### src/rtl/tomasulo_pkg.sv
// Shared Tomasulo definitions: ALU opcode encodings, the "no producer" tag,
// default widths and the ALU sequencer state encoding.
package tomasulo_pkg;

  localparam int DEF_DATA_W = 32;
  localparam int DEF_TAG_W  = 6;

  // A tag of zero means the operand value is already present.
  localparam int TAG_NONE = 0;

  localparam logic [2:0] OP_ADD = 3'b000;
  localparam logic [2:0] OP_SUB = 3'b001;
  localparam logic [2:0] OP_OR  = 3'b100;
  localparam logic [2:0] OP_AND = 3'b101;
  localparam logic [2:0] OP_NOT = 3'b110;
  localparam logic [2:0] OP_XOR = 3'b111;

  typedef enum logic [1:0] {
    ALU_IDLE = 2'd0,
    ALU_EXEC = 2'd1,
    ALU_DONE = 2'd2
  } alu_state_e;

endpackage

### src/rtl/rs_age_matrix.sv
// Age matrix for NUM_RS reservation stations.
// age_q[i][j] = 1 means station i was allocated before station j.
// Ports:
//   clock, reset_n : clock and asynchronous active-low reset
//   alloc_oh       : one-hot station allocated this cycle (becomes youngest)
//   free_oh        : stations released this cycle (all ones on flush)
//   req            : stations competing for selection
//   oldest_oh      : one-hot oldest requesting station (zero if no request)
module rs_age_matrix #(
  parameter int N = 3
) (
  input  logic         clock,
  input  logic         reset_n,
  input  logic [N-1:0] alloc_oh,
  input  logic [N-1:0] free_oh,
  input  logic [N-1:0] req,
  output logic [N-1:0] oldest_oh
);

  logic [N-1:0] age_q [N];

  always_ff @(posedge clock or negedge reset_n) begin
    if (!reset_n) begin
      for (int i = 0; i < N; i++) age_q[i] <= '0;
    end else begin
      for (int i = 0; i < N; i++) begin
        for (int j = 0; j < N; j++) begin
          if (free_oh[i] || free_oh[j]) age_q[i][j] <= 1'b0;
          // Every other station is older than the newcomer; the newcomer
          // is older than nobody. Writes after the free so alloc wins.
          if (alloc_oh[j] && (i != j)) age_q[i][j] <= 1'b1;
          if (alloc_oh[i]) age_q[i][j] <= 1'b0;
        end
      end
    end
  end

  // A requester wins when it is older than every other requester.
  always_comb begin
    oldest_oh = '0;
    for (int i = 0; i < N; i++) begin
      oldest_oh[i] = req[i];
      for (int j = 0; j < N; j++) begin
        if ((i != j) && req[j] && !age_q[i][j]) oldest_oh[i] = 1'b0;
      end
    end
  end

endmodule

### src/rtl/rs_alu_bank.sv
// Integer-ALU reservation-station bank with one shared multi-cycle ALU.
// Stations are allocated lowest-free-first, snoop the CDB for pending
// operands, and dispatch oldest-ready-first to the ALU when it is idle.
// Ports:
//   clock, reset_n, flush : clock, async active-low reset, sync clear
//   issue_*               : allocation request from the issue stage
//   cdb_*                 : common data bus broadcast being snooped
//   res_*                 : result toward the CDB arbiter
//   rs_busy               : per-station busy flags
//   dbg_state             : ALU sequencer state (alu_state_e encoding)
// Handshakes: a transfer happens on the rising edge where valid and ready
// are both high. The sender holds payload stable while valid && !ready;
// issue_ready does not depend on issue_valid, res_valid does not depend
// on res_ready.
module rs_alu_bank
  import tomasulo_pkg::*;
#(
  parameter int DATA_W  = DEF_DATA_W,
  parameter int TAG_W   = DEF_TAG_W,
  parameter int NUM_RS  = 3,
  parameter int RS_BASE = 1,
  parameter int LATENCY = 2
) (
  input  logic              clock,
  input  logic              reset_n,
  input  logic              flush,
  input  logic              issue_valid,
  output logic              issue_ready,
  input  logic [2:0]        issue_op,
  input  logic [DATA_W-1:0] issue_a,
  input  logic [DATA_W-1:0] issue_b,
  input  logic              issue_a_pend,
  input  logic              issue_b_pend,
  output logic [TAG_W-1:0]  issue_tag,
  input  logic              cdb_valid,
  input  logic [TAG_W-1:0]  cdb_tag,
  input  logic [DATA_W-1:0] cdb_data,
  output logic              res_valid,
  input  logic              res_ready,
  output logic [TAG_W-1:0]  res_tag,
  output logic [DATA_W-1:0] res_data,
  output logic              res_err,
  output logic [NUM_RS-1:0] rs_busy,
  output logic [1:0]        dbg_state
);

  localparam int IDX_W = (NUM_RS > 1) ? $clog2(NUM_RS) : 1;
  localparam int CNT_W = 4;

  // Station storage
  logic [NUM_RS-1:0] busy_q, exec_q;
  logic [2:0]        op_q [NUM_RS];
  logic [DATA_W-1:0] vj_q [NUM_RS];
  logic [DATA_W-1:0] vk_q [NUM_RS];
  logic [TAG_W-1:0]  qj_q [NUM_RS];
  logic [TAG_W-1:0]  qk_q [NUM_RS];

  // ALU sequencer
  alu_state_e        state_q;
  logic [CNT_W-1:0]  cnt_q;
  logic              res_valid_q, res_err_q;
  logic [DATA_W-1:0] res_data_q;
  logic [TAG_W-1:0]  res_tag_q;
  logic [IDX_W-1:0]  res_idx_q;

  logic [IDX_W-1:0]  free_idx, disp_idx;
  logic              alloc, disp_go, hs, cdb_ok;
  logic [NUM_RS-1:0] alloc_oh, free_oh, req, oldest_oh;
  logic [DATA_W-1:0] in_vj, in_vk, alu_a, alu_b, alu_res;
  logic [TAG_W-1:0]  in_qj, in_qk, tag_a, tag_b;
  logic              alu_err;

  assign cdb_ok = cdb_valid && (cdb_tag != TAG_W'(TAG_NONE));

  // Lowest-index free station
  always_comb begin
    free_idx = '0;
    for (int i = NUM_RS - 1; i >= 0; i--) begin
      if (!busy_q[i]) free_idx = IDX_W'(i);
    end
  end

  assign issue_ready = ~&busy_q;
  assign issue_tag   = TAG_W'(RS_BASE) + TAG_W'(free_idx);
  assign alloc       = issue_valid && issue_ready && !flush;
  assign alloc_oh    = alloc ? (NUM_RS'(1) << free_idx) : '0;

  // Operand capture at issue, including a same-cycle CDB bypass
  always_comb begin
    tag_a = issue_a[TAG_W-1:0];
    tag_b = issue_b[TAG_W-1:0];
    in_vj = issue_a;
    in_qj = '0;
    in_vk = issue_b;
    in_qk = '0;
    if (issue_a_pend && (tag_a != TAG_W'(TAG_NONE))) begin
      if (cdb_ok && (cdb_tag == tag_a)) in_vj = cdb_data;
      else                              in_qj = tag_a;
    end
    // NOT has no second operand, so it never waits on B.
    if (issue_b_pend && (tag_b != TAG_W'(TAG_NONE)) && (issue_op != OP_NOT)) begin
      if (cdb_ok && (cdb_tag == tag_b)) in_vk = cdb_data;
      else                              in_qk = tag_b;
    end
  end

  // Dispatch candidates: busy, not yet executing, both operands present
  always_comb begin
    for (int i = 0; i < NUM_RS; i++) begin
      req[i] = busy_q[i] && !exec_q[i] &&
               (qj_q[i] == TAG_W'(TAG_NONE)) && (qk_q[i] == TAG_W'(TAG_NONE));
    end
  end

  always_comb begin
    disp_idx = '0;
    for (int i = 0; i < NUM_RS; i++) begin
      if (oldest_oh[i]) disp_idx = IDX_W'(i);
    end
  end

  assign disp_go = (state_q == ALU_IDLE) && (|oldest_oh) && !flush;
  assign hs      = (state_q == ALU_DONE) && res_ready && !flush;
  assign free_oh = flush ? '1 : (hs ? (NUM_RS'(1) << res_idx_q) : '0);

  rs_age_matrix #(.N(NUM_RS)) u_age (
    .clock     (clock),
    .reset_n   (reset_n),
    .alloc_oh  (alloc_oh),
    .free_oh   (free_oh),
    .req       (req),
    .oldest_oh (oldest_oh)
  );

  // ALU function; the result is captured at dispatch and released when
  // the latency counter expires.
  always_comb begin
    alu_a   = vj_q[disp_idx];
    alu_b   = vk_q[disp_idx];
    alu_err = 1'b0;
    alu_res = '0;
    case (op_q[disp_idx])
      OP_ADD:  alu_res = alu_a + alu_b;
      OP_SUB:  alu_res = alu_a - alu_b;
      OP_OR:   alu_res = alu_a | alu_b;
      OP_AND:  alu_res = alu_a & alu_b;
      OP_NOT:  alu_res = ~alu_a;
      OP_XOR:  alu_res = alu_a ^ alu_b;
      default: alu_err = 1'b1;
    endcase
  end

  // Station state
  always_ff @(posedge clock or negedge reset_n) begin
    if (!reset_n) begin
      busy_q <= '0;
      exec_q <= '0;
      for (int i = 0; i < NUM_RS; i++) begin
        op_q[i] <= '0;
        vj_q[i] <= '0;
        vk_q[i] <= '0;
        qj_q[i] <= '0;
        qk_q[i] <= '0;
      end
    end else if (flush) begin
      busy_q <= '0;
      exec_q <= '0;
    end else begin
      for (int i = 0; i < NUM_RS; i++) begin
        if (busy_q[i] && cdb_ok && (qj_q[i] == cdb_tag)) begin
          vj_q[i] <= cdb_data;
          qj_q[i] <= '0;
        end
        if (busy_q[i] && cdb_ok && (qk_q[i] == cdb_tag)) begin
          vk_q[i] <= cdb_data;
          qk_q[i] <= '0;
        end
      end
      if (alloc) begin
        busy_q[free_idx] <= 1'b1;
        exec_q[free_idx] <= 1'b0;
        op_q[free_idx]   <= issue_op;
        vj_q[free_idx]   <= in_vj;
        vk_q[free_idx]   <= in_vk;
        qj_q[free_idx]   <= in_qj;
        qk_q[free_idx]   <= in_qk;
      end
      if (disp_go) exec_q[disp_idx] <= 1'b1;
      if (hs) begin
        busy_q[res_idx_q] <= 1'b0;
        exec_q[res_idx_q] <= 1'b0;
      end
    end
  end

  // ALU sequencer: IDLE -> EXEC (LATENCY cycles) -> DONE -> IDLE on grant
  always_ff @(posedge clock or negedge reset_n) begin
    if (!reset_n) begin
      state_q     <= ALU_IDLE;
      cnt_q       <= '0;
      res_valid_q <= 1'b0;
      res_err_q   <= 1'b0;
      res_data_q  <= '0;
      res_tag_q   <= '0;
      res_idx_q   <= '0;
    end else if (flush) begin
      state_q     <= ALU_IDLE;
      cnt_q       <= '0;
      res_valid_q <= 1'b0;
    end else begin
      case (state_q)
        ALU_IDLE: begin
          if (disp_go) begin
            state_q    <= ALU_EXEC;
            cnt_q      <= CNT_W'(LATENCY - 1);
            res_data_q <= alu_res;
            res_err_q  <= alu_err;
            res_tag_q  <= TAG_W'(RS_BASE) + TAG_W'(disp_idx);
            res_idx_q  <= disp_idx;
          end
        end
        ALU_EXEC: begin
          if (cnt_q == '0) begin
            state_q     <= ALU_DONE;
            res_valid_q <= 1'b1;
          end else begin
            cnt_q <= cnt_q - 1'b1;
          end
        end
        ALU_DONE: begin
          if (res_ready) begin
            state_q     <= ALU_IDLE;
            res_valid_q <= 1'b0;
          end
        end
        default: state_q <= ALU_IDLE;
      endcase
    end
  end

  assign res_valid = res_valid_q;
  assign res_data  = res_data_q;
  assign res_err   = res_err_q;
  assign res_tag   = res_tag_q;
  assign rs_busy   = busy_q;
  assign dbg_state = state_q;

endmodule

### config.mk
export PLATFORM = sky130hd
export DESIGN_NAME = rs_alu_bank
export DESIGN_NICKNAME = d
export VERILOG_FILES = /design/src/rtl/tomasulo_pkg.sv /design/src/rtl/rs_age_matrix.sv /design/src/rtl/rs_alu_bank.sv
export SDC_FILE = /design/constraint.sdc
export NUM_CORES = 1
export LEC_CHECK = 0
export ABC_AREA = 1
export CORE_ASPECT_RATIO = 2
export CORE_UTILIZATION = 45
export CTS_BUF_LIST = sky130_fd_sc_hd__clkbuf_8
export DETAILED_ROUTE_END_ITERATION = 16
export PLACE_DENSITY = 0.75
export SLEW_MARGIN = 20
export SYNTH_ARGS = -nofsm -noshare
export SYNTH_HDL_FRONTEND = slang
export SYNTH_SLANG_ARGS = --single-unit
### constraint.sdc
create_clock -name clock -period 4 [get_ports clock]
set_input_delay 0.4 -clock clock [delete_from_list [all_inputs] [get_ports clock]]
set_output_delay 0.4 -clock clock [all_outputs]
set_load 0.02 [all_outputs]
# [Yosys cells after proc, flatten, opt, wreduce, memory -nomap -nowiden]
# Cells that the tools add are included.
[totals] output_inout_bits=52 ff_bits=297
[classes] add_sub_neg=5 shift=2 mux=116 n_bitwise=14 n_reduce_logical=79 eq_ne=20 order_cmp=9
[op_table] op="$mux 32" n=21
[op_table] op="$bwmux 96" n=2
[op_table] op="$mux 96" n=2
[op_table] op="$pmux 32 s6" n=1
[op_table] op="$bmux 32 s2" n=2
[op_table] op="$mux 6" n=17
[op_table] op="$demux 32 s2" n=1
[op_table] op="$eq 6x6->1" n=8
[op_table] op="$mux 3" n=16
[op_table] op="$logic_and 1x1->1" n=40
[op_table] op="$bwmux 18" n=2
[op_table] op="$logic_not 6->1" n=6
[op_table] op="$mux 18" n=2
[op_table] op="$add 32x32->32" n=1
[op_table] op="$and 32x32->32" n=1
[op_table] op="$not 32->32" n=1
[op_table] op="$or 32x32->32" n=1
[op_table] op="$sub 32x32->32" n=1
[op_table] op="$xor 32x32->32" n=1
[op_table] op="$mux 1" n=29
[op_table] op="$reduce_bool 6->1" n=3
[op_table] op="$mux 2" n=8
[op_table] op="$ne 3x3->1 const B" n=5
[op_table] op="$reduce_and 3->1" n=5
[op_table] op="other kinds (34)" n=69

# [Logic depth before layout (Yosys ltp)]
# Gate-level depths: netlist (run 1).
[depth] ltp_word=19 depth_mapped=37 mapped_depth_nobuf=36

# [By module]
# A second synthesis (run 1) with hierarchy kept.
[unflattened] hier_cells=3091 area_unflattened_um2=21614.5
[modules_own_cells] module="rs_alu_bank" area_each_um2=21306.7 instances=1 seq_area_each_um2=7206.9 cells_each=3046
[modules_own_cells] module="rs_age_matrix" area_each_um2=307.8 instances=1 seq_area_each_um2=150.1 cells_each=45

# [Worst setup path after synthesis (run 1)]
# Ideal clock, no wire load.
[synth_timing] path_kind="reg-to-reg" start="register busy_q[0], in the netlist rs_busy[0]" end="register res_data_q[19], in the netlist res_data[19]" path_stages_with_launch=27 period_less_slack_ps=4188 arrival_ps=4062 required_ps=3873 n_path_buf=2 path_slack_ps=-188 path_cell_list="dfrtp_1 -> nand2_1 -> nor2_2 -> nand3_1 -> nand3_4 -> buf_2 -> o22ai_1 -> a21oi_2 -> inv_1 -> nand2_2 -> inv_1 -> buf_2 -> o21ai_0 -> inv_1 -> ha_1 -> nand3b_1 -> nand3_1 -> a21oi_1 -> o21ai_0 -> a21oi_1 -> inv_1 -> a21oi_1 -> or2_2 -> nand2_1 -> nor2_1 -> o31ai_1 -> nand2_1"
[synth_between] elab_chain_cells=14 word_cells_on_any_way=40 cone_classes="add/sub (2); eq/ne (5); mux (18); bitwise (5); reduce/logical (10)"
[synth_rtl] item="from (decl)" line_no="rs_alu_bank.sv:51" source="logic [NUM_RS-1:0] busy_q, exec_q;"
[synth_rtl] item="from (signal assigned)" line_no="rs_alu_bank.sv:156" source="busy_q <= '0;"
[synth_rtl] item="from (signal assigned)" line_no="rs_alu_bank.sv:166" source="busy_q <= '0;"
[synth_rtl] item="from (signal, indexed assignment)" line_no="rs_alu_bank.sv:180" source="busy_q[free_idx] <= 1'b1;"
[synth_rtl] item="$logic_and 1x1->1 (*) (2 in a row)" line_no="rs_alu_bank.sv:110" source="req[i] = busy_q[i] && !exec_q[i] &&"
[synth_rtl] item="$logic_and 1x1->1 (*)" line_no="rs_alu_bank.sv:111" source="(qj_q[i] == TAG_W'(TAG_NONE)) && (qk_q[i] == TAG_W'(TAG_NONE));"
[synth_rtl] item="$logic_and 1x1->1" line_no="rs_age_matrix.sv:44" source="if ((i != j) && req[j] && !age_q[i][j]) oldest_oh[i] = 1'b0;"
[synth_rtl] item="$mux 1 (2 in a row)" line_no="rs_age_matrix.sv:44"
[synth_rtl] item="$mux 1" line_no="rs_alu_bank.sv:118" source="if (oldest_oh[i]) disp_idx = IDX_W'(i);"
[synth_rtl] item="$mux 2" line_no="rs_alu_bank.sv:118"
[synth_rtl] item="$not 2->3 (not written as such)" line_no="rs_alu_bank.sv:138, rs_alu_bank.sv:139, rs_alu_bank.sv:142"
[synth_rtl] item="$bmux 32 s2 (tied with other cells)" line_no="rs_alu_bank.sv:138" source="alu_a = vj_q[disp_idx];"
[synth_rtl] item="$mux 32 (not written as such) (tied with other cells) (2 in a row)" line_no="rs_alu_bank.sv:138"
[synth_rtl] item="$sub 32x32->32 (tied with other cells)" line_no="rs_alu_bank.sv:144" source="OP_SUB: alu_res = alu_a - alu_b;"
[synth_rtl] item="$pmux 32 s6" line_no="rs_alu_bank.sv:142" source="case (op_q[disp_idx])"
[synth_rtl] item="to (signal assigned)" line_no="rs_alu_bank.sv:216" source="res_data_q <= alu_res;"
[synth_rtl] item="to (decl)" line_no="rs_alu_bank.sv:62" source="logic [DATA_W-1:0] res_data_q;"
# Mark *: on every way between the ends. The rest lies on a longest branch, timed or not. The select of a mux whose other input is x is not followed.
# A chain may end at the register's enable or synchronous reset.

# [Worst setup path in the final report (run 1)]
[layout_timing] start="register qk_q[11] in the netlist's numbering" end="register res_data_q[22], in the netlist res_data[22]"
[layout_between] elab_chain_cells=12 word_cells_on_any_way=38 cone_classes="add/sub (2); eq/ne (5); mux (17); bitwise (5); reduce/logical (9)"
[layout_rtl] item="from (decl)" line_no="rs_alu_bank.sv:56" source="logic [TAG_W-1:0] qk_q [NUM_RS];"
[layout_rtl] item="from (signal, indexed assignment)" line_no="rs_alu_bank.sv:186" source="qk_q[free_idx] <= in_qk;"
[layout_rtl] item="$logic_not 6->1 (*)" line_no="rs_alu_bank.sv:111"
[layout_rtl] item="$logic_and 1x1->1 (*)" line_no="rs_alu_bank.sv:111"
[layout_rtl] item="$mux 1 (2 in a row)" line_no="rs_age_matrix.sv:44"
[layout_rtl] item="$mux 1" line_no="rs_alu_bank.sv:118"
[layout_rtl] item="$mux 2" line_no="rs_alu_bank.sv:118"
[layout_rtl] item="$not 2->3 (not written as such)" line_no="rs_alu_bank.sv:138, rs_alu_bank.sv:139, rs_alu_bank.sv:142"
[layout_rtl] item="$bmux 32 s2 (tied with other cells)" line_no="rs_alu_bank.sv:138"
[layout_rtl] item="$mux 32 (not written as such) (tied with other cells) (2 in a row)" line_no="rs_alu_bank.sv:138"
[layout_rtl] item="$sub 32x32->32 (tied with other cells)" line_no="rs_alu_bank.sv:144"
[layout_rtl] item="$pmux 32 s6" line_no="rs_alu_bank.sv:142"
# Marked as above.

==> out/results.tsv, run 1 <==
metric	value	unit
hp-class	input port to flop	
fin_worst_skew	0.02803	ns
postLayoutSetupSlackWorst	-0.7142	ns
die_area	47380	sq um
drv_slew	0	
whs_endpoint	rs_busy[1]	
hpwl	63150	microns
r2r_end	res_data[22]	
final_common_cell	nand2_1	
path_class	flop to flop	
post_drt_wl_per_cell	22.35	microns
grt.busiest_layer	met2	
clock_path_buffers	3	
swShare	0.4057	
cp_max_fo	7	
grtUsageMet1	0.3892	
start_util	0.4562	
clock-sinks	294	
final_cells	4023	
syn_inst	2928	
grt_util_met2	0.6515	
crit_path_start_kind	flop	
syn_avg_cell_area	7.141	sq um
crit_start	qk_q[11]	
grt_use_met3	0.06328	
cts_tree	yes	
critical_path.endpoint_type	flop	
final_hold_viol_count	0	
critical_path_required	4.52	ns
whs	0.07096	ns
maxCapViolCount	0	
power_frac_clock	0.183	
clkSlewWorstSetupHoldPaths	0.08	ns
synthArstFlopShare	1.000	
post-place-cells	3862	
status	finished, violations left	
vias_per_cell	6.021	
synthToLayoutAreaGrowth	37.51	%
ir_worst_vdd	405.8	uV
yosys.area.top_type	dfrtp_1	
violations	setup timing	
coreArea	45830	sq um
ys_top_cells_by_area	dfrtp_1, nand2_1, o21ai_0, inv_1, nand3_1	
num_rows	111	
grt_pass1_wl	135800	microns
dieHeight	306.8	microns
die_x	154.4	microns
syn_area	20910	sq um
drive_gt1_frac	0.2372	
finalWeightedCongestion	0.9983	
ys_ff_latch	294	
dr.pass1.iters	6	
track_usage	0.3758	
synth_enable_flop_cells	0	
rsz0062_at_grt	true	
setup_viol	27	
ant_nets	0	
io_pins	165	
finalCritPeriodShare	1.179	
synth_cell_types	52	
cts_made_buffers	45	
fin_nets	3642	
synth_top_area_frac	0.3519	
ys_seq_area_frac	0.3519	
overflow	0	
power_density	543.2	nW/um^2
grt_start_max_net_pins	91	
p_switching	6.336	mW
yosysWarnings	0	
r2r-start	qk_q[11]	
crit_slowest_cell	dfrtp_1	
io_buffer_count	157	
h-tree-depth	2	
tightest_slew	1.041	ns
p_leak	13.42	nW
p_seq_frac	0.256	
grt_pass1_vias	24790	
clk-insertion-delay-late	0.63	ns
cts_root_buf	clkbuf_8	
min_delay_path_depth	4	
slowest_delay	0.40	ns
power_frac_comb	0.561	
worst_path_most_repeated_cell	nand2_2	
r2r.worst_path.cells	29	
drtIter0Drc	2177	
p_int	9.281	mW
antenna_found_initial	1	
fmax	212.1	MHz
vias	24220	
fin_crit	4.714	ns
drc	0	
totalWireLength	89920	microns
hp-start	flush	
power	15.62	mW
arrival	5.24	ns
mostFrequentLayoutCells	nand2_1, buf_4, inv_1	
ff2ff_setup_slack	-0.71	ns
ys.flop_type	dfrtp_1	
maxSlewHeadroom	0.3060	
==> Yosys cell counts, types with 3 or more instances <==
library cell and instances:
a21o_1 3, buf_6 4, o21ai_1 12, nand4_1 20, xor2_1 42, clkinv_1 4
xnor2_1 7, nand3_2 21, o21a_1 4, o31ai_1 6, nand3_1 251, a31oi_1 4
nor3_1 26, a211oi_1 8, nand2_1 618, clkbuf_1 111, o221ai_1 20, inv_1 336
o21bai_1 69, buf_4 10, or4_1 3, nor4_1 7, nor2_2 15, o211ai_1 56
nand2_2 6, or2_2 4, a22oi_1 6, buf_1 16, buf_2 36, ha_1 98
o22ai_1 128, a21oi_1 158, dfrtp_1 294, nand3b_1 3, nor2_4 4, inv_2 10
nor2_1 147, o2111ai_1 10, o21ai_0 336
==> worst max-delay path by stage <==
stage	to	cells past startpoint	slack, ns
floorplan	res_data[29]	31	0.007
global placement	res_data[22]	30	-1.37
detailed placement	res_data[22]	30	-1.35
CTS	res_data[22]	30	-0.70
global route	res_data[29]	35	-0.94
finish	res_data[22]	29	-0.71
==> stage by stage <==
step	TNS (ns)	instance area [sq um]	util	setup WS [ns]
2_1_floorplan	0	20940	-	0.007334
3_3_place_gp	-19.93	25600	0.5586	-1.372
3_5_place_dp	-21.06	25600	0.5586	-1.346
4_1_cts	-10.83	27950	0.6099	-0.6963
5_1_grt	-19.31	28750	0.6274	-0.9392
6_report	-12.99	28750	0.6274	-0.7142
==> worst max-delay path, delay by kind of cell (launching register included) <==
family / cells / cell delay (ns)
simple gates: 16 / 1.95
compound gates: 5 / 0.79
buf+inv: 5 / 0.67
xor+xnor: 2 / 0.51
flops: 1 / 0.40
fa+ha+maj: 1 / 0.25
==> routing by layer <==
metal | share of wire | routed length [microns]
met4 | 0.097 | 8733
met1 | 0.33 | 29260
met5 | 0 | 0
met2 | 0.49 | 44270
met3 | 0.085 | 7658
==> registers in the layout, summed over array words and instances (netlist names) <==
name / count
rs_busy: 3
vk_q: 96
qj_q: 18
dbg_state: 2
cnt_q: 4
res_tag: 3
vj_q: 96
op_q: 9
qk_q: 18
exec_q: 3
res_idx_q: 2
res_valid: 1
res_err: 1
u_age.age_q: 6
res_data: 32
==> what timing repair did <==
| action | CTS | global route |
|---|---|---|
| buffers inserted | 64 | 37 |
| gates resized for setup | 237 | 141 |
| hold buffers | 1 | 0 |
| setup endpoints to repair | 28 | 29 |
| pin swaps | 84 | 112 |
| hold endpoints to repair | 85 | 0 |
==> cell families after synthesis <==
family,synth area share
AOI/OAI and AO/OA,0.2310
xor gates and xnor gates,0.02053
adders and majority gates,0.05960
buffers and inverters,0.09999
DFF,0.3519
other,0.0001794
and+or+nand+nor,0.2368
==> cell type report <==
class                      count  area [sq um]
fill                        4025         17080
multi-input combinational   2113         12860
sequential                   294          7361
timing repair buffer         626          5529
inverter                     350          1325
clock buffer                  54         743.2
tap                          565         706.9
clock inverter                20         229.0
antenna                        1         2.502
==> power groups by stage <==
stage	Clock, mW	Sequential [mW]	Combinational, mW
after global placement	0	3.98	6.60
final	2.86	3.99	8.77
after global routing	3.00	4.05	9.45
after detailed placement	0	4.01	6.74
after CTS	2.88	3.97	7.92
after floorplan	0	4.05	3.42
(Power assumes the default switching activity.)
==> run 2, diff against run 1 <==
Settings changed: ABC_CLOCK_PERIOD_IN_PS set to 4000, CAP_MARGIN set to 20.
==> results of run 2 <==
No change in the layout: final DEF, timing and power equal those of run 1.
